### config.mk
export PLATFORM = sky130hd
export DESIGN_NAME = ldm_stm_sequencer
export DESIGN_NICKNAME = d
export VERILOG_FILES = /design/src/rtl/ldm_stm_sequencer_pkg.sv /design/src/rtl/lowest_set_bit16.sv /design/src/rtl/ldm_stm_sequencer.sv
export SDC_FILE = /design/constraint.sdc
export NUM_CORES = 1
export LEC_CHECK = 0
export CORE_AREA = 4 4 143 145
export CTS_CLUSTER_DIAMETER = 40
export DETAILED_ROUTE_END_ITERATION = 7
export DIE_AREA = 0 0 147 149
export PLACE_DENSITY_LB_ADDON = 0.2
export SETUP_SLACK_MARGIN = 0.3
export SLEW_MARGIN = 20
export SYNTH_ARGS = -nofsm -noshare
export SYNTH_HDL_FRONTEND = slang
export SYNTH_SLANG_ARGS = --single-unit
### constraint.sdc
create_clock -name clk_i -period 7.5 [get_ports clk_i]
set_input_delay 1.125 -clock clk_i [delete_from_list [all_inputs] [get_ports clk_i]]
set_output_delay 1.125 -clock clk_i [all_outputs]
set_load 0.02 [all_outputs]
### src/rtl/ldm_stm_sequencer_pkg.sv
// Shared types and helpers for the LDM/STM block-transfer sequencer.
package ldm_stm_sequencer_pkg;

  typedef enum logic [1:0] {
    StIdle,
    StXfer,
    StWb,
    StDone
  } state_e;

  localparam int unsigned WordBytes = 4;

  // Addressing mode as the {U,P} bit pair.
  typedef enum logic [1:0] {
    ModeDa = 2'b00,
    ModeDb = 2'b01,
    ModeIa = 2'b10,
    ModeIb = 2'b11
  } amode_e;

  function automatic logic [4:0] popcount16(input logic [15:0] vec);
    logic [4:0] cnt;
    cnt = '0;
    for (int i = 0; i < 16; i++) begin
      cnt = cnt + 5'(vec[i]);
    end
    return cnt;
  endfunction

endpackage

### src/rtl/lowest_set_bit16.sv
// Combinational 16-to-4 priority encoder: index of the lowest set bit, with valid.
module lowest_set_bit16 (
  input  logic [15:0] vec_i,
  output logic [3:0]  idx_o,
  output logic        valid_o
);

  always_comb begin
    idx_o   = '0;
    valid_o = |vec_i;
    for (int i = 15; i >= 0; i--) begin
      if (vec_i[i]) begin
        idx_o = 4'(i);
      end
    end
  end

endmodule

### src/rtl/ldm_stm_sequencer.sv
// LDM/STM sequencer: walks a register list lowest-first, one memory word per register,
// with optional base writeback.
module ldm_stm_sequencer
  import ldm_stm_sequencer_pkg::*;
#(
  parameter int unsigned ADDR_W     = 32,
  parameter int unsigned WORD_BYTES = WordBytes
) (
  input  logic              clk_i,
  input  logic              rst_i,
  input  logic              start_i,
  input  logic [15:0]       reg_list_i,
  input  logic [3:0]        base_reg_i,
  input  logic [ADDR_W-1:0] base_val_i,
  input  logic              load_i,
  input  logic              up_i,
  input  logic              pre_i,
  input  logic              wback_i,
  input  logic [ADDR_W-1:0] mem_rdata_i,
  input  logic              mem_ready_i,
  output logic              mem_req_o,
  output logic              mem_write_o,
  output logic [ADDR_W-1:0] mem_addr_o,
  output logic [3:0]        reg_idx_o,
  output logic              reg_write_o,
  output logic [ADDR_W-1:0] reg_wdata_o,
  output logic              busy_o,
  output logic              done_o
);

  localparam logic [ADDR_W-1:0] Step = ADDR_W'(WORD_BYTES);

  state_e            state_q, state_d;
  logic [15:0]       mask_q, mask_d, mask_nxt;
  logic [ADDR_W-1:0] addr_q, addr_d;
  logic [ADDR_W-1:0] final_q, final_d;
  logic [3:0]        base_reg_q, base_reg_d;
  logic              load_q, load_d;
  logic              wb_en_q, wb_en_d;

  logic [4:0]        n_regs;
  logic [ADDR_W-1:0] span;
  logic [3:0]        lsb_idx;
  logic              lsb_valid;

  lowest_set_bit16 u_lsb (
    .vec_i   (mask_q),
    .idx_o   (lsb_idx),
    .valid_o (lsb_valid)
  );

  assign n_regs   = popcount16(reg_list_i);
  assign span     = ADDR_W'(n_regs) * Step;
  assign mask_nxt = mask_q & (mask_q - 16'd1);

  always_comb begin
    state_d     = state_q;
    mask_d      = mask_q;
    addr_d      = addr_q;
    final_d     = final_q;
    base_reg_d  = base_reg_q;
    load_d      = load_q;
    wb_en_d     = wb_en_q;
    mem_req_o   = 1'b0;
    mem_write_o = 1'b0;
    mem_addr_o  = '0;
    reg_idx_o   = '0;
    reg_write_o = 1'b0;
    reg_wdata_o = '0;
    busy_o      = 1'b0;
    done_o      = 1'b0;

    unique case (state_q)
      StIdle: begin
        if (start_i) begin
          mask_d     = reg_list_i;
          base_reg_d = base_reg_i;
          load_d     = load_i;
          // Loading the base register wins over writing it back.
          wb_en_d    = wback_i & ~(load_i & reg_list_i[base_reg_i]);
          final_d    = up_i ? base_val_i + span : base_val_i - span;
          unique case (amode_e'({up_i, pre_i}))
            ModeIa: addr_d = base_val_i;
            ModeIb: addr_d = base_val_i + Step;
            ModeDa: addr_d = base_val_i - span + Step;
            ModeDb: addr_d = base_val_i - span;
            default: addr_d = base_val_i;
          endcase
          state_d = (n_regs == 5'd0) ? StDone : StXfer;
        end
      end
      StXfer: begin
        busy_o      = 1'b1;
        mem_req_o   = lsb_valid;
        mem_write_o = ~load_q;
        mem_addr_o  = addr_q;
        reg_idx_o   = lsb_idx;
        if (load_q) begin
          reg_write_o = mem_ready_i;
          reg_wdata_o = mem_rdata_i;
        end
        if (mem_ready_i) begin
          mask_d = mask_nxt;
          addr_d = addr_q + Step;
          if (mask_nxt == 16'd0) begin
            state_d = wb_en_q ? StWb : StDone;
          end
        end
      end
      StWb: begin
        busy_o      = 1'b1;
        reg_idx_o   = base_reg_q;
        reg_write_o = 1'b1;
        reg_wdata_o = final_q;
        state_d     = StDone;
      end
      StDone: begin
        done_o  = 1'b1;
        state_d = StIdle;
      end
      default: state_d = StIdle;
    endcase

    // Abort takes effect in the reset cycle itself: no write or request escapes.
    if (rst_i) begin
      mem_req_o   = 1'b0;
      reg_write_o = 1'b0;
    end
  end

  always_ff @(posedge clk_i) begin
    if (rst_i) begin
      state_q    <= StIdle;
      mask_q     <= '0;
      addr_q     <= '0;
      final_q    <= '0;
      base_reg_q <= '0;
      load_q     <= 1'b0;
      wb_en_q    <= 1'b0;
    end else begin
      state_q    <= state_d;
      mask_q     <= mask_d;
      addr_q     <= addr_d;
      final_q    <= final_d;
      base_reg_q <= base_reg_d;
      load_q     <= load_d;
      wb_en_q    <= wb_en_d;
    end
  end

endmodule

; Yosys cells after proc, flatten, opt, wreduce, memory -nomap -nowiden
; Cells that the tools add are included.
[word_totals]
ff_bits = 88
output_inout_bits = 73
[classes]
addsub = 21
n_lt_le_gt_ge = 1
n_eq_ne = 9
n_mux = 44
bitwise = 5
n_reduce_logical = 10
[op_table]
columns = operator, count
row1 = 32-bit two-way mux, 5
row2 = 32-bit one-hot mux with 2 select lines, 2
row3 = 32-bit one-hot mux with 4 select lines, 1
row4 = 32-bit by 3-bit adder with 32-bit output (second input constant), 3
row5 = 4-bit two-way mux, 16
row6 = 5-bit by 1-bit adder with 5-bit output, 11
row7 = 32-bit by 7-bit adder with 32-bit output, 1
row8 = 16-bit two-way mux, 2
row9 = 16-bit one-hot mux with 2 select lines, 1
row10 = 32-bit by 7-bit subtractor with 32-bit output, 1
row11 = 16-bit bitwise AND, 1
row12 = 16-bit zero test, 1
row13 = 16-bit OR reduction, 1
row14 = 16-bit by 1-bit subtractor with 16-bit output (second input constant), 1
row15 = 1-bit two-way mux, 9
row16 = 2-bit equality test (second input constant), 4
row17 = 2-bit two-way mux, 4
row18 = 2-bit one-hot mux with 4 select lines, 1
row19 = 4-bit one-hot mux with 2 select lines, 1
row20 = 2-bit inequality test (second input constant), 3
row21 = 3-bit AND reduction, 2
row22 = 4-bit by 1-bit adder with 5-bit output, 1
row23 = 5-bit zero test, 1
row24 = 4-bit by 5-bit < comparator with 1-bit output (second input constant), 1
row25 = other kinds (12), 16

; Longest topological paths before layout
; Gate-level depths: netlist of the first run.
[logic_depth]
ltp_word = 20
mapped_depth = 26
mapped_depth_nobuf = 23

; Modules after synthesis
; Synthesis of the first run repeated with hierarchy kept, for this count alone.
[hier_totals]
cells_unflattened = 1357
area_unflattened_um2 = 9208.8
[modules_own_cells]
columns = module, instances, cells_per_inst, area_per_inst_um2, seq_area_each_um2
row1 = ldm_stm_sequencer, 1, 1323, 9032.4, 1761.7
row2 = lowest_set_bit16, 1, 34, 176.4, 0.0

; Worst setup path after synthesis of the first run
; OpenSTA, ideal clock, no wires.
[synth_path]
path_kind = input to register
from = input port reg_list_i[0]
to = register addr_q[31]
setup_time_ns = 0.079
t_arrival_ns = 7.192
path_slack_ns = 0.229
cell_stages = 23
cell_sequence = inv_1 > fa_1 > fa_1 > fa_1 > fa_1 > inv_1 > ha_1 > a21o_1 > a21oi_1 > xor2_1 > inv_1 > ha_1 > buf_2 > nor4b_2 > or4_4 > or2_0 > buf_2 > or3_1 > a211o_1 > or3_1 > nor4_2 > mux2_1 > o211ai_1
[synth_via]
elab_chain_len = 20
[synth_rtl]
columns = element, line_no
row1 = from (decl), ldm_stm_sequencer.sv:12  ; input logic [15:0] reg_list_i,
row2 = 1-bit by 1-bit adder with 2-bit output *, ldm_stm_sequencer_pkg.sv:25  ; cnt = cnt + 5'(vec[i]);
row3 = 2-bit by 1-bit adder with 3-bit output *, ldm_stm_sequencer_pkg.sv:25
row4 = 3-bit by 1-bit adder with 4-bit output *, ldm_stm_sequencer_pkg.sv:25
row5 = 4-bit by 1-bit adder with 5-bit output *, ldm_stm_sequencer_pkg.sv:25
row6 = 5-bit by 1-bit adder with 5-bit output * (11 in a row), ldm_stm_sequencer_pkg.sv:25
row7 = 32-bit by 7-bit subtractor with 32-bit output *, "ldm_stm_sequencer.sv:85, ldm_stm_sequencer.sv:86"
row8 = 32-bit by 3-bit adder with 32-bit output, ldm_stm_sequencer.sv:85  ; ModeDa: addr_d = base_val_i - span + Step;
row9 = 32-bit one-hot mux with 4 select lines *, ldm_stm_sequencer.sv:82  ; unique case (amode_e'({up_i, pre_i}))
row10 = 32-bit two-way mux *, ldm_stm_sequencer.sv:75  ; if (start_i) begin
row11 = 32-bit one-hot mux with 2 select lines *, ldm_stm_sequencer.sv:73  ; unique case (state_q)
row12 = to (signal assigned), ldm_stm_sequencer.sv:143  ; addr_q <= addr_d;
row13 = to (decl), ldm_stm_sequencer.sv:35  ; logic [ADDR_W-1:0] addr_q, addr_d;
; Mark *: on every way between the ends. The rest lies on a longest branch, timed or not. The select of a mux whose other input is x is not followed.
; A chain may end at the register's enable or synchronous reset.

; Worst setup path in the final report of the first run
[layout_path]
from = input port reg_list_i[15]
to = register addr_q[31]
[layout_via]
elab_chain_len = 6
[layout_rtl]
columns = element, line_no
row1 = 5-bit by 1-bit adder with 5-bit output *, ldm_stm_sequencer_pkg.sv:25
row2 = 32-bit by 7-bit subtractor with 32-bit output *, "ldm_stm_sequencer.sv:85, ldm_stm_sequencer.sv:86"
row3 = 32-bit by 3-bit adder with 32-bit output, ldm_stm_sequencer.sv:85
row4 = 32-bit one-hot mux with 4 select lines *, ldm_stm_sequencer.sv:82
row5 = 32-bit two-way mux *, ldm_stm_sequencer.sv:75
row6 = 32-bit one-hot mux with 2 select lines *, ldm_stm_sequencer.sv:73
; Marks and branches as above.

==> results.tsv, run 1 <==
stage	metric	value	unit
synth	yosys-mux-area-fraction	2.12	%
placement	portBuffers	164	
synth	syn_area	9230	um^2
synth	synth_edf_count	0	
synth	ys_seq_area_share	19.1	%
synth	synth_top_area_share	19.1	%
synth	synth_largest_area_cell	dfxtp_1	
worst_setup_path	required	7.78	ns
cells_and_area	fillers	1767	
floorplan	ioPinCount	165	
worst_setup_path	worstSetupEndpointType	flip-flop	
routing	drc	0	
sta	hold_viol_final	0	
cells_and_area	seqCellArea	1760	um^2
cells_and_area	n_antenna_cell	0	
worst_setup_path	cp-start-kind	input pin	
cells_and_area	drive_gt1_share	13.8	%
routing	drt-total-wl	35.6	mm
synth	yosys_warnings	0	
worst_setup_path	worstReg2RegStart	state_q[1]$_SDFFE_PP0P_	
routing	top_layer_used	met5	
power	p_leak	4.59	nW
sta	fin_crit	7.01	ns
floorplan	initial_utilization	48.0	%
routing	vias	11200	
worst_setup_path	arrival	7.29	ns
cts	clock_tree.htree_level_count	3	
worst_setup_path	cp_max_fo	3	
global_routing	overflow	0	
sta	slew_headroom	26.0	%
cts	clkLatencyLatePin	0.36	ns
cells_and_area	multi_input_area	7090	um^2
power	power	0.00386	W
floorplan	die_area	21900	um^2
routing	met3_length	3.04	mm
routing	vias_per_cell	6.11	
cts	cts_root_buf	clkbuf_16	
sta	period_share	93.5	%
flow_run	cap_violations	0	
power	irDropWorstVdd	0.369	mV
synth	yosysUniqueCellTypes	83	
cts	clk_path_buf_depth	2	
synth	synth_nets	1502	
routing	wl_per_cell	19.4	um
placement	routabilityCongestion	0.998	
cts	clkTransAtPathRegs	0.07	ns
sta	setup_viol	0	
global_routing	grt_use_total	31.1	%
synth	syn_avg_cell_area	6.72	um^2
global_routing	antenna_found_initial	1	
synth	synthXorXnorAreaFrac	6.65	%
synth	syn_inst	1372	
sta	max_freq	0.143	GHz
synth	synth_compound_area_share	27.4	%
cts	cts_tree	done	
worst_setup_path	crit_start	reg_list_i[15]	
global_routing	grt_pass1_wl	55.3	mm
routing	met1_length	15.4	mm
routing	ant_nets	0	
cts	clock-sinks	88	
cts	cts_hold_buf	0	
cells_and_area	layout.nets	1700	
cells_and_area	fin_util	64.2	%
cells_and_area	area_delta_synth_final	33.7	%
power	p_per_area	313	nW/um^2
synth	synth_ff_type	dfxtp_1	
synth	synth_fa_ha_area_share	6.35	%
status	status	finished clean	
sta	slew_viol_final	0	
floorplan	fp.dieH	149	um
routing	dr_wl_met2	15.8	mm
global_routing	first_global_vias	10200	
floorplan	die_x	147	um
synth	synth_simple_gate_area_share	31.3	%
min_path	hp-class	reg -> reg	
cts	cts_buffers	9	
min_path	holdPathStages	2	
global_routing	grt_max_degree	79	
synth	synth_seq_cells	88	
worst_setup_path	r2r_cells	10	
min_path	hp-start	final_q[30]$_SDFFE_PP0P_	
floorplan	core	19200	um^2
synth	synth_area_leaders	dfxtp_1 19%, nand2_1 7.7%, a21oi_1 6.7%, nor2_1 5.8%, o21ai_0 4.1%	
routing	drt_iter0_markers	1153	
sta	rsz0062_at_grt	no	
sta	tightest_slew	1.11	ns
sta	clock_skew	0.0122	ns
synth	synth_top_family_by_area	simple AND/OR/NAND/NOR gates	
worst_setup_path	path_class	in -> reg	
routing	dr.pass1.iters	6	
placement	dp_hpwl	26.9	mm
synth	ys_async_sr_fraction	0	%
floorplan	num_rows	51	
-- layout by cell type (no fill, tap or decap), drive strengths merged, types with 8 or more instances in the layout --
cell type,Yosys,layout
or4,10,10
nor4,30,30
and3,17,17
a22oi,47,47
a21oi,124,124
o22ai,12,12
xnor2,40,40
nand2,191,191
clkbuf,85,10
a21o,8,8
a31oi,27,27
or3,18,18
xor2,30,30
ha,26,26
nand2b,12,12
inv,62,64
buf,20,129
nand3,45,45
nand4,18,18
clkdlybuf4s50,0,154
nor2,143,143
nor3,45,45
o31ai,10,10
nor2b,10,10
a211oi,16,16
dfxtp,88,88
fa,12,12
and2,35,35
o21ai,76,76
o211ai,11,11
-- synth_stat cells, types with 27 or more instances --
cell	instances
a21oi_1	124
nand2_1	190
clkbuf_1	84
nand3_1	45
and2_1	34
a31oi_1	27
xnor2_1	40
a22oi_1	46
inv_1	61
nor2_1	143
xor2_1	30
o21ai_0	76
dfxtp_1	88
nor3_1	45
-- layer usage --
metal / up-vias / global-route usage, %
li1: 5314 / -
met1: 5246 / 42.4
met2: 583 / 49.6
met3: 103 / 4.92
met4: 2 / 12.5
met5: - / 0
-- through the flow --
stage | setup TNS (ns) | setup WS (ns) | hold WS (ns) | std cells | area (um^2)
after floorplan | 0 | 0.312 | 0.427 | 1372 | 9230
after global placement | -2.52 | -0.277 | 0.437 | 1815 | 11700
after detailed placement | -4.39 | -0.411 | 0.441 | 1815 | 11700
after CTS | 0 | 0.315 | 0.450 | 1835 | 12100
after global routing | 0 | 0.297 | 0.471 | 1840 | 12300
final | 0 | 0.489 | 0.453 | 1840 | 12300
-- where the power goes --
| group | switching, W | internal, W | total [W] |
|---|---|---|---|
| sequential | 0.000140 | 0.000597 | 0.000737 |
| clock | 0.000206 | 0.000229 | 0.000436 |
| combinational | 0.00160 | 0.00108 | 0.00268 |
-- cell type report --
cell class	instances	share of cell area [%]
inverter	63	1.92
clock inverter	6	0.426
timing repair buffer	292	21.3
multi-input combinational	1116	57.5
sequential	88	14.3
clock buffer	10	1.86
tap	265	2.69
-- flip-flops by register name, indices dropped and copies added (netlist names) --
signal	cells
addr_q	32
final_q	32
mask_q	16
base_reg_q	4
state_q	2
load_q	1
wb_en_q	1
-- cell families (layout without fill, tap and decap cells) --
logic type,count (synthesis),count (layout)
AND/OR/NAND/NOR,597,597
flip-flops,88,88
adder cells (fa/ha/maj),40,40
XOR/XNOR,70,70
buffers and inverters,168,371
AO/OA/AOI/OAI,396,396
multiplexers,13,13
-- worst max-delay path: stages --
cell and delay (ns):
dlygate4sd2_1 0.23, inv_2 0.05, fa_1 0.56, fa_1 0.47, fa_2 0.57, fa_1 0.41
inv_1 0.07, ha_2 0.17, inv_1 0.05, fa_2 0.37, nor2b_2 0.14, o21ai_2 0.08
buf_4 0.15, ha_2 0.17, or2_4 0.25, buf_4 0.14, or4_4 0.52, o2111ai_4 0.24
buf_6 0.13, nand2b_1 0.06, nor4b_2 0.26, buf_4 0.18, nand2_4 0.07, buf_6 0.13
nor4_4 0.28, mux2_4 0.33, o211ai_1 0.08
-- timing repair --
item,CTS,global route
pin swaps,22,13
resized for setup,40,32
gates cloned,0,0
endpoints found under the setup margin,21,23
buffers inserted,4,5
-- path summary, 6_finish.rpt --
| path | endpoint | slack (ns) |
|---|---|---|
| worst max-delay path | addr_q[31]$_SDFFE_PP0P_ | 0.49 |
| worst min-delay path | final_q[30]$_SDFFE_PP0P_ | 0.45 |
| worst max register to register | addr_q[31]$_SDFFE_PP0P_ | 4.49 |
| worst min register to register | final_q[30]$_SDFFE_PP0P_ | 0.45 |
Power figures use the tool's default switching activity.
==> inputs of run 2 (changes only) <==
--- a/config.mk
+++ b/config.mk
@@ -11,7 +11,6 @@
 export DIE_AREA = 0 0 147 149
 export PLACE_DENSITY_LB_ADDON = 0.2
 export SETUP_SLACK_MARGIN = 0.3
-export SLEW_MARGIN = 20
 export SYNTH_ARGS = -nofsm -noshare
 export SYNTH_HDL_FRONTEND = slang
 export SYNTH_SLANG_ARGS = --single-unit
==> run 2 against run 1 <==
Compared with the run above:
- fmax barely moved
- final cell count unchanged
- via count shrank 0.23%
- register-to-register slack is essentially flat
- combinational power is essentially flat
- total power is 0.12% lower
- sequential cell count unchanged
- cell area barely moved
- routed wire length decreased by 0.20%
- highest routed layer unchanged
==> results.tsv, run 2 (synthesis results as in run 1) <==
stage	metric	value	unit
cells_and_area	final_common_cell	nand2_1	
routing	vias_per_cell	6.10	
routing	wl_per_cell	19.3	um
worst_setup_path	arrival	7.29	ns
sta	clock_skew	0.0115	ns
power	power	0.00385	W
cts	clock_tree.htree_level_count	3	
cells_and_area	layout.nets	1700	
min_path	hp-class	reg -> reg	
cells_and_area	reg_top3	addr_q x32, final_q x32, mask_q x16	
cells_and_area	drive_gt1_share	13.8	%
worst_setup_path	cp_max_fo	3	
power	power_frac_comb	69.6	%
placement	portBuffers	164	
floorplan	initial_utilization	48.0	%
cells_and_area	n_antenna_cell	0	
worst_setup_path	cp-start-kind	input pin	
sta	period_share	93.5	%
placement	routabilityCongestion	0.998	
floorplan	num_rows	51	
min_path	hp-start	final_q[30]$_SDFFE_PP0P_	
routing	drt-total-wl	35.5	mm
routing	ant_nets	0	
floorplan	core	19200	um^2
worst_setup_path	crit_start	reg_list_i[15]	
worst_setup_path	worstSetupEndpointType	flip-flop	
cts	cts_root_buf	clkbuf_16	
cells_and_area	fillers	1768	
power	clockPowerShare	11.3	%
floorplan	die_x	147	um
global_routing	grt_pass1_wl	55.3	mm
routing	drt_iter0_markers	1156	
cts	cts_buffers	9	
routing	vias	11200	
worst_setup_path	required	7.78	ns
power	intPower	0.00191	W
floorplan	ioPinCount	165	
placement	dp_hpwl	26.9	mm
routing	drc	0	
sta	setup_viol	0	
sta	hold_viol_final	0	
cells_and_area	final_cell_mix	190 x nand2_1, 154 x clkdlybuf4s50_1, 142 x nor2_1	
global_routing	antenna_found_initial	1	
cells_and_area	seqCellArea	1760	um^2
cts	cts_tree	done	
floorplan	fp.dieH	149	um
global_routing	grt_use_total	31.1	%
cts	clkLatencyLatePin	0.36	ns
worst_setup_path	worstReg2RegStart	state_q[1]$_SDFFE_PP0P_	
routing	dr.pass1.iters	5	
sta	slew_headroom	26.0	%
sta	max_freq	0.143	GHz
floorplan	die_area	21900	um^2
placement	place_ws	-0.411	ns
cells_and_area	area_delta_synth_final	33.7	%
cts	clkTransAtPathRegs	0.07	ns
sta	setup_slack	0.489	ns
worst_setup_path	path_class	in -> reg	
power	irDropWorstVdd	0.369	mV
sta	slew_viol_final	0	
status	status	finished clean	
power	p_sw_share	50.5	%
sta	rsz0062_at_grt	no	
cells_and_area	multi_input_area	7090	um^2
cts	clock-sinks	88	
sta	fin_crit	7.01	ns
global_routing	grt_max_degree	79	
worst_setup_path	ff2ff_setup_slack	4.50	ns
sta	tightest_slew	1.11	ns
flow_run	cap_violations	0	
global_routing	first_global_vias	10200	
power	p_seq_share	19.1	%
power	switchingPower	0.00195	W
power	p_leak	4.59	nW
cts	clk_path_buf_depth	2	
global_routing	overflow	0	
power	p_per_area	312	nW/um^2
-- run 2: power by group through the flow --
stage | clock network (W) | logic (W) | registers [W]
floorplan | 0 | 0.00159 | 0.000695
global placement | 0 | 0.00245 | 0.000739
detailed placement | 0 | 0.00247 | 0.000742
CTS | 0.000441 | 0.00255 | 0.000733
global route | 0.000461 | 0.00290 | 0.000756
finish | 0.000436 | 0.00268 | 0.000737
-- run 2: per-layer routing --
layer,wire length (um),global-route usage (%)
met1,15300,42.4
met2,15800,49.6
met3,3030,4.92
met4,1400,12.5
met5,13,0
-- run 2: per-stage QoR --
stage	util, %	hold WS [ns]	instances	setup TNS (ns)	area (um^2)
final	64.2	0.454	1840	0	12300
after global routing	64.2	0.471	1840	0	12300
after global placement	60.8	0.437	1815	-2.52	11700
after CTS	63.2	0.450	1835	0	12100
after detailed placement	60.8	0.441	1815	-4.39	11700
after floorplan	-	0.427	1372	0	9230
-- run 2: area by class of cell --
cell class                 count  share of cell area, %
multi-input combinational   1116                   57.5
timing repair buffer         292                   21.3
sequential                    88                   14.3
tap                          265                   2.69
inverter                      63                   1.92
clock buffer                  10                   1.86
clock inverter                 6                  0.426
-- run 2: path summary, 6_finish.rpt --
path | endpoint | depth (start not counted)
max | addr_q[31]$_SDFFE_PP0P_ | 27
min | final_q[30]$_SDFFE_PP0P_ | 2
max reg2reg | addr_q[31]$_SDFFE_PP0P_ | 10
min reg2reg | final_q[30]$_SDFFE_PP0P_ | 2
-- run 2: worst max-delay path, cell delays in order --
cell,delay [ns]
dlygate4sd2_1,0.23
inv_2,0.05
fa_1,0.56
fa_1,0.47
fa_2,0.57
fa_1,0.41
inv_1,0.07
ha_2,0.17
inv_1,0.05
fa_2,0.37
nor2b_2,0.14
o21ai_2,0.08
buf_4,0.15
ha_2,0.17
or2_4,0.25
buf_4,0.14
or4_4,0.52
o2111ai_4,0.24
buf_6,0.13
nand2b_1,0.06
nor4b_2,0.26
buf_4,0.18
nand2_4,0.07
buf_6,0.13
nor4_4,0.28
mux2_4,0.33
o211ai_1,0.08
-- run 2: timing repair --
| action | 4_1_cts | 5_1_grt |
|---|---|---|
| pin swaps | 22 | 13 |
| resized for setup | 40 | 32 |
| endpoints found under the setup margin | 21 | 23 |
| hold buffers | 0 | 0 |
| buffers inserted | 4 | 5 |
==> inputs of run 3 (changes only) <==
--- a/config.mk
+++ b/config.mk
@@ -5,10 +5,10 @@
 export SDC_FILE = /design/constraint.sdc
 export NUM_CORES = 1
 export LEC_CHECK = 0
-export CORE_AREA = 4 4 143 145
+export CORE_AREA = 4 4 109 189
 export CTS_CLUSTER_DIAMETER = 40
 export DETAILED_ROUTE_END_ITERATION = 7
-export DIE_AREA = 0 0 147 149
+export DIE_AREA = 0 0 113 193
 export PLACE_DENSITY_LB_ADDON = 0.2
 export SETUP_SLACK_MARGIN = 0.3
 export SYNTH_ARGS = -nofsm -noshare
==> run 3 against run 2 <==
Compared with the run above:
- register-to-register slack got worse by 0.17 ns
- fmax about the same
- global-route usage increased by 0.58 points
- worst setup slack got worse by 0.0026 ns
- routed wire length increased by 0.77%
==> results.tsv, run 3 (synthesis results as in run 1) <==
stage	metric	value	unit
global_routing	grt_use_total	31.7	%
routing	vias	11300	
routing	drt_iter0_markers	1121	
global_routing	grt_max_degree	87	
routing	drc	0	
worst_setup_path	cp_max_fo	8	
sta	setup_tns	0	ns
status	status	finished clean	
sta	max_freq	0.143	GHz
sta	slew_headroom	17.1	%
sta	hold_viol_final	0	
floorplan	num_rows	67	
cts	cts_hold_buf	0	
placement	portBuffers	164	
power	p_sw_share	50.6	%
sta	period_share	93.5	%
min_path	hp-class	reg -> reg	
worst_setup_path	cp-start-kind	input pin	
sta	slew_viol_final	0	
cells_and_area	final_cell_mix	190 x nand2_1, 154 x clkdlybuf4s50_1, 142 x nor2_1	
worst_setup_path	worstSetupEndpointType	flip-flop	
cts	clock_tree.htree_level_count	3	
global_routing	grt_pass1_wl	55.9	mm
routing	vias_per_cell	6.25	
floorplan	ioPinCount	165	
cells_and_area	reg_top3	addr_q x32, final_q x32, mask_q x16	
routing	dr.pass1.iters	6	
min_path	holdPathStages	2	
cells_and_area	multi_input_area	7110	um^2
placement	routabilityCongestion	1.02	
cells_and_area	drive_gt1_share	13.5	%
sta	tightest_slew	1.24	ns
floorplan	die_area	21800	um^2
power	p_per_area	315	nW/um^2
cts	clk_path_buf_depth	2	
global_routing	first_global_vias	10700	
worst_setup_path	ff2ff_setup_slack	4.33	ns
worst_setup_path	required	7.71	ns
cells_and_area	fin_util	64.3	%
sta	rsz0062_at_grt	no	
floorplan	initial_utilization	48.5	%
floorplan	fp.dieH	193	um
worst_setup_path	worstReg2RegStart	mask_q[0]$_SDFFE_PP0P_	
routing	ant_nets	0	
power	power	0.00386	W
cts	clkTransAtPathRegs	0.07	ns
routing	wl_per_cell	19.8	um
global_routing	antenna_found_initial	0	
floorplan	core	19000	um^2
cts	clock-sinks	88	
cells_and_area	final_common_cell	nand2_1	
power	switchingPower	0.00195	W
routing	drt-total-wl	35.8	mm
min_path	hp-start	addr_q[0]$_SDFFE_PP0P_	
power	power_frac_comb	69.2	%
sta	clock_skew	0.00995	ns
worst_setup_path	path_class	in -> reg	
min_path	holdPathEnd	addr_q[0]$_SDFFE_PP0P_	
cells_and_area	n_antenna_cell	0	
worst_setup_path	r2r-end	state_q[0]$_SDFFE_PP0P_	
worst_setup_path	r2r_cells	9	
power	intPower	0.00190	W
placement	place_ws	-0.577	ns
sta	setup_slack	0.486	ns
cts	clkLatencyLatePin	0.35	ns
cells_and_area	fillers	1736	
cells_and_area	layout.nets	1691	
floorplan	die_x	113	um
cts	cts_tree	done	
sta	fin_crit	7.01	ns
cells_and_area	area_delta_synth_final	32.6	%
power	irDropWorstVdd	0.355	mV
cells_and_area	seqCellArea	1760	um^2
sta	setup_viol	0	
flow_run	cap_violations	0	
power	clockPowerShare	11.6	%
worst_setup_path	arrival	7.22	ns
placement	dp_hpwl	27.0	mm
global_routing	overflow	0	
cts	cts_root_buf	clkbuf_16	
power	p_leak	4.52	nW
power	p_seq_share	19.3	%
cts	cts_buffers	9	
==> run 3: cell count changes in the layout (fill, tap and decap cells not counted), sizes merged <==
cell	before	now
inv	64	65
dlymetal6s2s	3	2
clkbuf	10	9
clkdlybuf4s15	0	1
buf	129	120
==> run 3: repair_timing <==
item / 4_1_cts / 5_1_grt
setup endpoints to repair: 24 / 24
resized for setup: 47 / 21
setup buffers: 9 / 0
pin swaps: 25 / 13
==> run 3: how the worst max path moves through the flow <==
stage	start	endpoint	slack, ns
4_1_cts	reg_list_i[5]	addr_q[25]$_SDFFE_PP0P_	0.30
3_3_place_gp	reg_list_i[0]	addr_q[31]$_SDFFE_PP0P_	-0.44
3_5_place_dp	reg_list_i[0]	addr_q[31]$_SDFFE_PP0P_	-0.58
2_1_floorplan	reg_list_i[0]	addr_q[31]$_SDFFE_PP0P_	0.31
6_report	reg_list_i[1]	addr_q[24]$_SDFFE_PP0P_	0.49
5_1_grt	reg_list_i[1]	addr_q[26]$_SDFFE_PP0P_	0.22
==> run 3: power groups by stage <==
stage / logic, W / registers [W] / clock network, W
finish: 0.00267 / 0.000743 / 0.000446
global placement: 0.00242 / 0.000743 / 0
detailed placement: 0.00245 / 0.000747 / 0
floorplan: 0.00159 / 0.000695 / 0
global route: 0.00289 / 0.000761 / 0.000461
CTS: 0.00258 / 0.000737 / 0.000449
==> run 3: per-stage QoR <==
| stage | hold slack [ns] | area (um^2) | cells |
|---|---|---|---|
| final | 0.451 | 12200 | 1807 |
| after global routing | 0.463 | 12200 | 1807 |
| after CTS | 0.448 | 12100 | 1807 |
| after detailed placement | 0.439 | 11600 | 1782 |
| after global placement | 0.436 | 11600 | 1782 |
| after floorplan | 0.427 | 9230 | 1372 |
==> run 3: worst max-delay path, cell delays in order <==
cell and delay, ns:
dlygate4sd2_1 0.24, inv_1 0.08, fa_1 0.45, fa_1 0.52, fa_1 0.43, fa_1 0.56
inv_1 0.06, ha_1 0.29, a21o_1 0.20, a21oi_2 0.18, xor2_2 0.20, inv_1 0.10
ha_4 0.33, nor4b_4 0.06, or4_4 0.58, buf_6 0.17, or4_4 0.51, nand3_2 0.09
a22oi_2 0.11, nand3b_1 0.16, buf_6 0.17, buf_4 0.12, a2bb2oi_2 0.16, mux2i_1 0.22
o31ai_1 0.09
==> run 3: per-layer routing <==
metal	track usage [%]	routed length [um]	vias up	share of wire, %
met5	0	0	-	0
met2	56.4	17900	629	50
met1	37.0	13200	5231	37
met3	2.97	2570	137	7.2
met4	18.2	2140	0	6.0
li1	-	-	5288	-
==> run 3: area by class of cell <==
class                   instances  area share (%)
flip-flops and latches         88            14.4
multi-input cells            1116            58.1
clock buffers                   9            1.84
inverters                      63            1.93
well taps                     241            2.46
clock inverters                 7           0.522
repair buffers                283            20.8
==> RTL change 1, RTL diff (config.mk and constraints of run 3) <==
`addr_q` no longer has a reset.
--- a/src/rtl/ldm_stm_sequencer.sv
+++ b/src/rtl/ldm_stm_sequencer.sv
@@ -133,5 +133,4 @@
       state_q    <= StIdle;
       mask_q     <= '0;
-      addr_q     <= '0;
       final_q    <= '0;
       base_reg_q <= '0;
@@ -141,5 +140,4 @@
       state_q    <= state_d;
       mask_q     <= mask_d;
-      addr_q     <= addr_d;
       final_q    <= final_d;
       base_reg_q <= base_reg_d;
@@ -149,4 +147,8 @@
   end
 
+  always_ff @(posedge clk_i) begin
+    addr_q <= addr_d;
+  end
+
 endmodule
 
Function: same outputs for any inputs over 4 cycles, from zero or initial values and one cycle with rst_i high; that may be too few to reach the edited logic, so the function may still have changed.
==> RTL change 1 against run 3 <==
- sequential cell count unchanged
- die area unchanged
- routed wire length up 2.9%
- cell area down 1.3%
- area after synthesis down 0.42%
- clock power up 6.7%
- combinational power up 1%
- largest power group unchanged
- count of clock-buffer cells in the layout up 4
- non-clock buffer count down 2
- clock skew up 0.0010 ns
- total power up 6.6%
- critical endpoint is now addr_q[29]$_DFFE_PP_
- worst setup slack better by 0.030 ns
- largest cell class unchanged
==> RTL change 1: results (changes against run 3) <==
Synthesis
The adder-cell area share of the yosys netlist is 0.0637 (+0.000268). The number of library cell types mapped by synthesis is 87 (+4.8%). The xor/xnor cell area share of the yosys netlist is 0.0981 (+0.0316). The compound-cell area share of the yosys netlist is 0.225 (-0.0490). The number of synthesized flops with an enable pin is 32 (+32). The sequential element share of the synthesized area came to 0.227 (+0.0357). After synthesis, the cell types taking the most area are sky130_fd_sc_hd__dfxtp_1, sky130_fd_sc_hd__edfxtp_1, sky130_fd_sc_hd__nand2_1, sky130_fd_sc_hd__a21oi_1, sky130_fd_sc_hd__nor2_1.

Worst hold path
The endpoint with the worst hold slack is final_q[13]$_SDFFE_PP0P_.

Cells and area
The utilization after layout is 0.635 (-0.00815). The share of the final layout cell area in multi-input gates is 0.548 (-0.0324). The number of multi-input combinational cells in the layout is 1002 (-10%). The proportion of cell area spent on the clock network is 0.0259 (+0.00227). The total of plain and repair buffers excluding clock buffers is 281 (-0.71%). The clock buffer instance count of the final layout is 13 (+4).

The number of non-clock inverters came to 61 (-3.2%). The area growth from synthesis to layout is 31.5%.

Worst setup path
In this run the critical register-to-register path is launched from state_q[1]$_SDFFE_PP0P_. The data arrival time of the critical path came to 7.19 ns (-0.03 ns). The last element of the critical path is addr_q[29]$_DFFE_PP_. The highest fanout seen on the critical path came to 7 (-1). The stage delay of the slowest cell on the critical path is 0.54 ns (-0.04 ns). The worst reg2reg path endpoint is mask_q[11]$_SDFFE_PP0P_. The depth of the most critical reg-to-reg path was 8 (-1).

Among all stages on the critical path, the largest delay is contributed by sky130_fd_sc_hd__fa_1.

Power
The total design power was 0.00411 W (+6.6%). The peak supply drop is 0.364 mV (+2.7%). The net switching power figure was 0.00195 W (-0.21%).

The total leakage power came to 4.50 nW (-0.51%). The power drawn by the clock network is 0.000476 W (+6.7%).

Global route
The wire length of the first global-routing pass is 55600 µm (-0.61%). The number of global-route vias before repair is 9958 (-6.5%). The global router's overall resource usage is 0.332 (+0.0149). The maximum number of pins on one net before global-route repair is 82 (-5.7%).

Run status
The flow ran to the end, and the final reports show no timing, DRC or antenna violations.

Timing
The worst-margin pin slew is 1.20 ns (-0.0390 ns). The share of the clock period used by the worst path after layout came to 0.931 (-0.00398). The worst clock skew on the final layout came to 0.0109 ns (+0.000997 ns).

Place
The standard cell area after detailed placement is 11600 µm² (-0.16%). The final weighted congestion in routability-driven placement is 1.00 (-2.3%). The detailed-placement wirelength estimate came to 29000 µm (+7.3%).

The post-placement setup slack is -0.319 ns (+0.257 ns).

Routing
The count of routing violations after the opening detailed-route iteration is 914 (-18%). The ratio of routed vias to standard cells is 6.05 (-3.2%).
==> RTL change 1: changes by cell type in the layout (fill, tap and decap cells not counted), moves of 14 or more <==
cell	change
sky130_fd_sc_hd__a21oi_1	-26
sky130_fd_sc_hd__a31oi_1	-22
sky130_fd_sc_hd__dfxtp_1	-32
sky130_fd_sc_hd__edfxtp_1	+32
sky130_fd_sc_hd__nand2_1	-21
sky130_fd_sc_hd__nor2_1	-16
sky130_fd_sc_hd__o21ai_0	-25
sky130_fd_sc_hd__xnor2_1	+14
sky130_fd_sc_hd__xor2_1	+17
==> RTL change 1: repair_timing <==
item                                    4_1_cts  5_1_grt
buffers inserted                              7        2
endpoints found under the setup margin       22       25
endpoints found under the hold margin         0        0
pin swaps                                    27       16
resized for setup                            34       13
==> RTL change 1: metal layers <==
metal,part of all wire,global-route usage
met5,0,0
met4,0.085,0.248
met3,0.043,0.0394
met2,0.53,0.622
met1,0.34,0.332
==> RTL change 2, RTL diff (settings of run 3) <==
Without the edit above. `ADDR_W`: 32 -> 28.
--- a/src/rtl/ldm_stm_sequencer.sv
+++ b/src/rtl/ldm_stm_sequencer.sv
@@ -4,5 +4,5 @@
   import ldm_stm_sequencer_pkg::*;
 #(
-  parameter int unsigned ADDR_W     = 32,
+  parameter int unsigned ADDR_W     = 28,
   parameter int unsigned WORD_BYTES = WordBytes
 ) (
Interface: changed (resized base_val_i, mem_addr_o, mem_rdata_i and reg_wdata_o); port bits go from 165 to 149. The function was not compared with the original's and may differ.
==> RTL change 2 against run 3 <==
- cell area shrank 6.7%
- worst hold slack gained 0.0025 ns
- count of clock-buffer cells in the layout grew 1
- critical path type unchanged
- utilization shrank 4.3 points
- total power grew 7.0%
- worst setup slack lost 0.072 ns
- area after synthesis shrank 7.8%
- largest cell class unchanged
- sequential cell count shrank 8
- combinational power grew 9.0%
- via count shrank 7.4%
- routed wire length grew 3.1%
- die area is the same
==> RTL change 2: results (changes against run 3) <==
Routing
The vias after detailed routing was 10500 (-7.4%). The ratio of routed vias to standard cells is 6.31 (+0.96%). The number of iterations in the first detailed-routing pass is 5 (-1). The count of routing violations after the opening detailed-route iteration was 1072 (-4.4%). The routed wirelength normalized by instance count is 22.3 µm (+12%).

Synthesis
The sequential element share of the synthesized area was 0.188 (-0.00273). By count the netlist is led by sky130_fd_sc_hd__nand2_1, sky130_fd_sc_hd__nor2_1, sky130_fd_sc_hd__a21oi_1. The xor/xnor cell area share of the yosys netlist is 0.0525 (-0.0140). The post-synth net total was 1348 (-10%). The mean post-synth cell area is 6.94 µm² (+3.2%). The number of library cell types mapped by synthesis is 78 (-6.0%). The adder-cell area share of the yosys netlist is 0.0700 (+0.00653). The compound-cell area share of the yosys netlist is 0.277 (+0.00366). The mux contribution to synthesized area is 0.0313 (+0.0102). Ranked by total cell area, the synthesized netlist is headed by sky130_fd_sc_hd__dfxtp_1, sky130_fd_sc_hd__a21oi_1, sky130_fd_sc_hd__nand2_1, sky130_fd_sc_hd__nor2_1, sky130_fd_sc_hd__xnor2_1.

Worst setup path
The startpoint identified for the worst register-to-register timing path is state_q[1]$_SDFFE_PP0P_. For this design, the slowest cell found on the critical path is sky130_fd_sc_hd__fa_2. The depth of the most critical reg-to-reg path came to 13 (+4). The worst-case register-to-register setup slack is 3.99 ns (-0.34 ns).

CTS
The clock tree buffer depth is 2 (unchanged).

Global route
The global router's overall resource usage came to 0.328 (+0.0106). The maximum number of pins on one net before global-route repair is 79 (-9.2%). The wire length of the first global-routing pass is 56300 µm (+0.79%). The initial antenna violation count is 1 (+1). The number of global-route vias before repair is 9970 (-6.4%).

Timing
The worst-margin pin slew is 1.04 ns (-0.199 ns). The minimum hold slack is 0.453 ns (+0.00251 ns). The worst clock skew on the final layout is 0.0159 ns (+0.00596 ns).

Place
The detailed-placement wirelength estimate came to 28400 µm (+4.9%). The final weighted congestion in routability-driven placement is 1.05 (+2.5%). The post-placement setup slack is -0.538 ns (+0.0387 ns). The standard cell area after detailed placement is 10800 µm² (-7.3%). The cell count after placement is 1627 (-8.7%).

Cells and area
The antenna diode instance count is 0 (unchanged). The proportion of layout cells with a drive suffix above 1 is 0.149 (+0.0142). The final net count is 1534 (-9.3%).

The largest registers in the layout are addr_q: 28 flops, final_q: 28 flops, mask_q: 16 flops. The utilization after layout is 0.600 (-0.0432).

Power
The switching share of total power is 0.507 (about the same). The peak supply drop was 0.336 mV (-5.4%). The total leakage power was 4.15 nW (-8.2%).

Run status
The flow ran to the end, and the final reports show no timing, DRC or antenna violations.
-- RTL change 2: changes by cell type after synthesis, sizes merged, moves of 8 or more --
| cell | before | now |
|---|---|---|
| o21ai | 76 | 68 |
| a21oi | 124 | 92 |
| a31oi | 27 | 14 |
| nor2 | 143 | 114 |
| nand2 | 191 | 116 |
| dfxtp | 88 | 80 |
| xor2 | 30 | 12 |
-- RTL change 2: cell families after synthesis --
group / Yosys count
AND/OR/NAND/NOR: 514
AO/OA/AOI/OAI: 356
buffers and inverters: 164
flip-flops: 80
XOR/XNOR: 51
adder cells (fa/ha/maj): 41
multiplexers: 20
-- RTL change 2: layer usage --
layer	global-route usage	vias up	wire, µm
met2	0.571	538	18200
met1	0.375	4902	13700
met5	0	-	7
li1	-	4876	-
met4	0.220	2	2870
met3	0.0359	136	2140
-- RTL change 2: layout make-up --
cell class,count,area share
Clock buffer,10,0.0201
Clock inverter,6,0.00822
Inverter,65,0.0214
Multi-Input combinational cell,982,0.572
Sequential cell,80,0.140
Tap cell,241,0.0264
Timing Repair Buffer,274,0.212
-- RTL change 2: worst min-delay path: cells and delay by family (launching register included) --
family           cells  cell delay [ns]
AND/OR/NAND/NOR      1             0.05
AO/OA/AOI/OAI        1             0.05
flip-flops           1             0.31
-- RTL change 2: repair_timing --
action / CTS / global route
pin swaps: 23 / 19
endpoints found under the setup margin: 15 / 8
setup buffers: 11 / 4
gates resized for setup: 53 / 17
-- RTL change 2: power groups by stage --
stage               combinational (W)  clock, W  sequential (W)
finish                        0.00291  0.000486        0.000732
CTS                           0.00282  0.000487        0.000726
global placement              0.00264         0        0.000733
detailed placement            0.00267         0        0.000736
floorplan                     0.00169         0        0.000671
global route                  0.00314  0.000505        0.000752
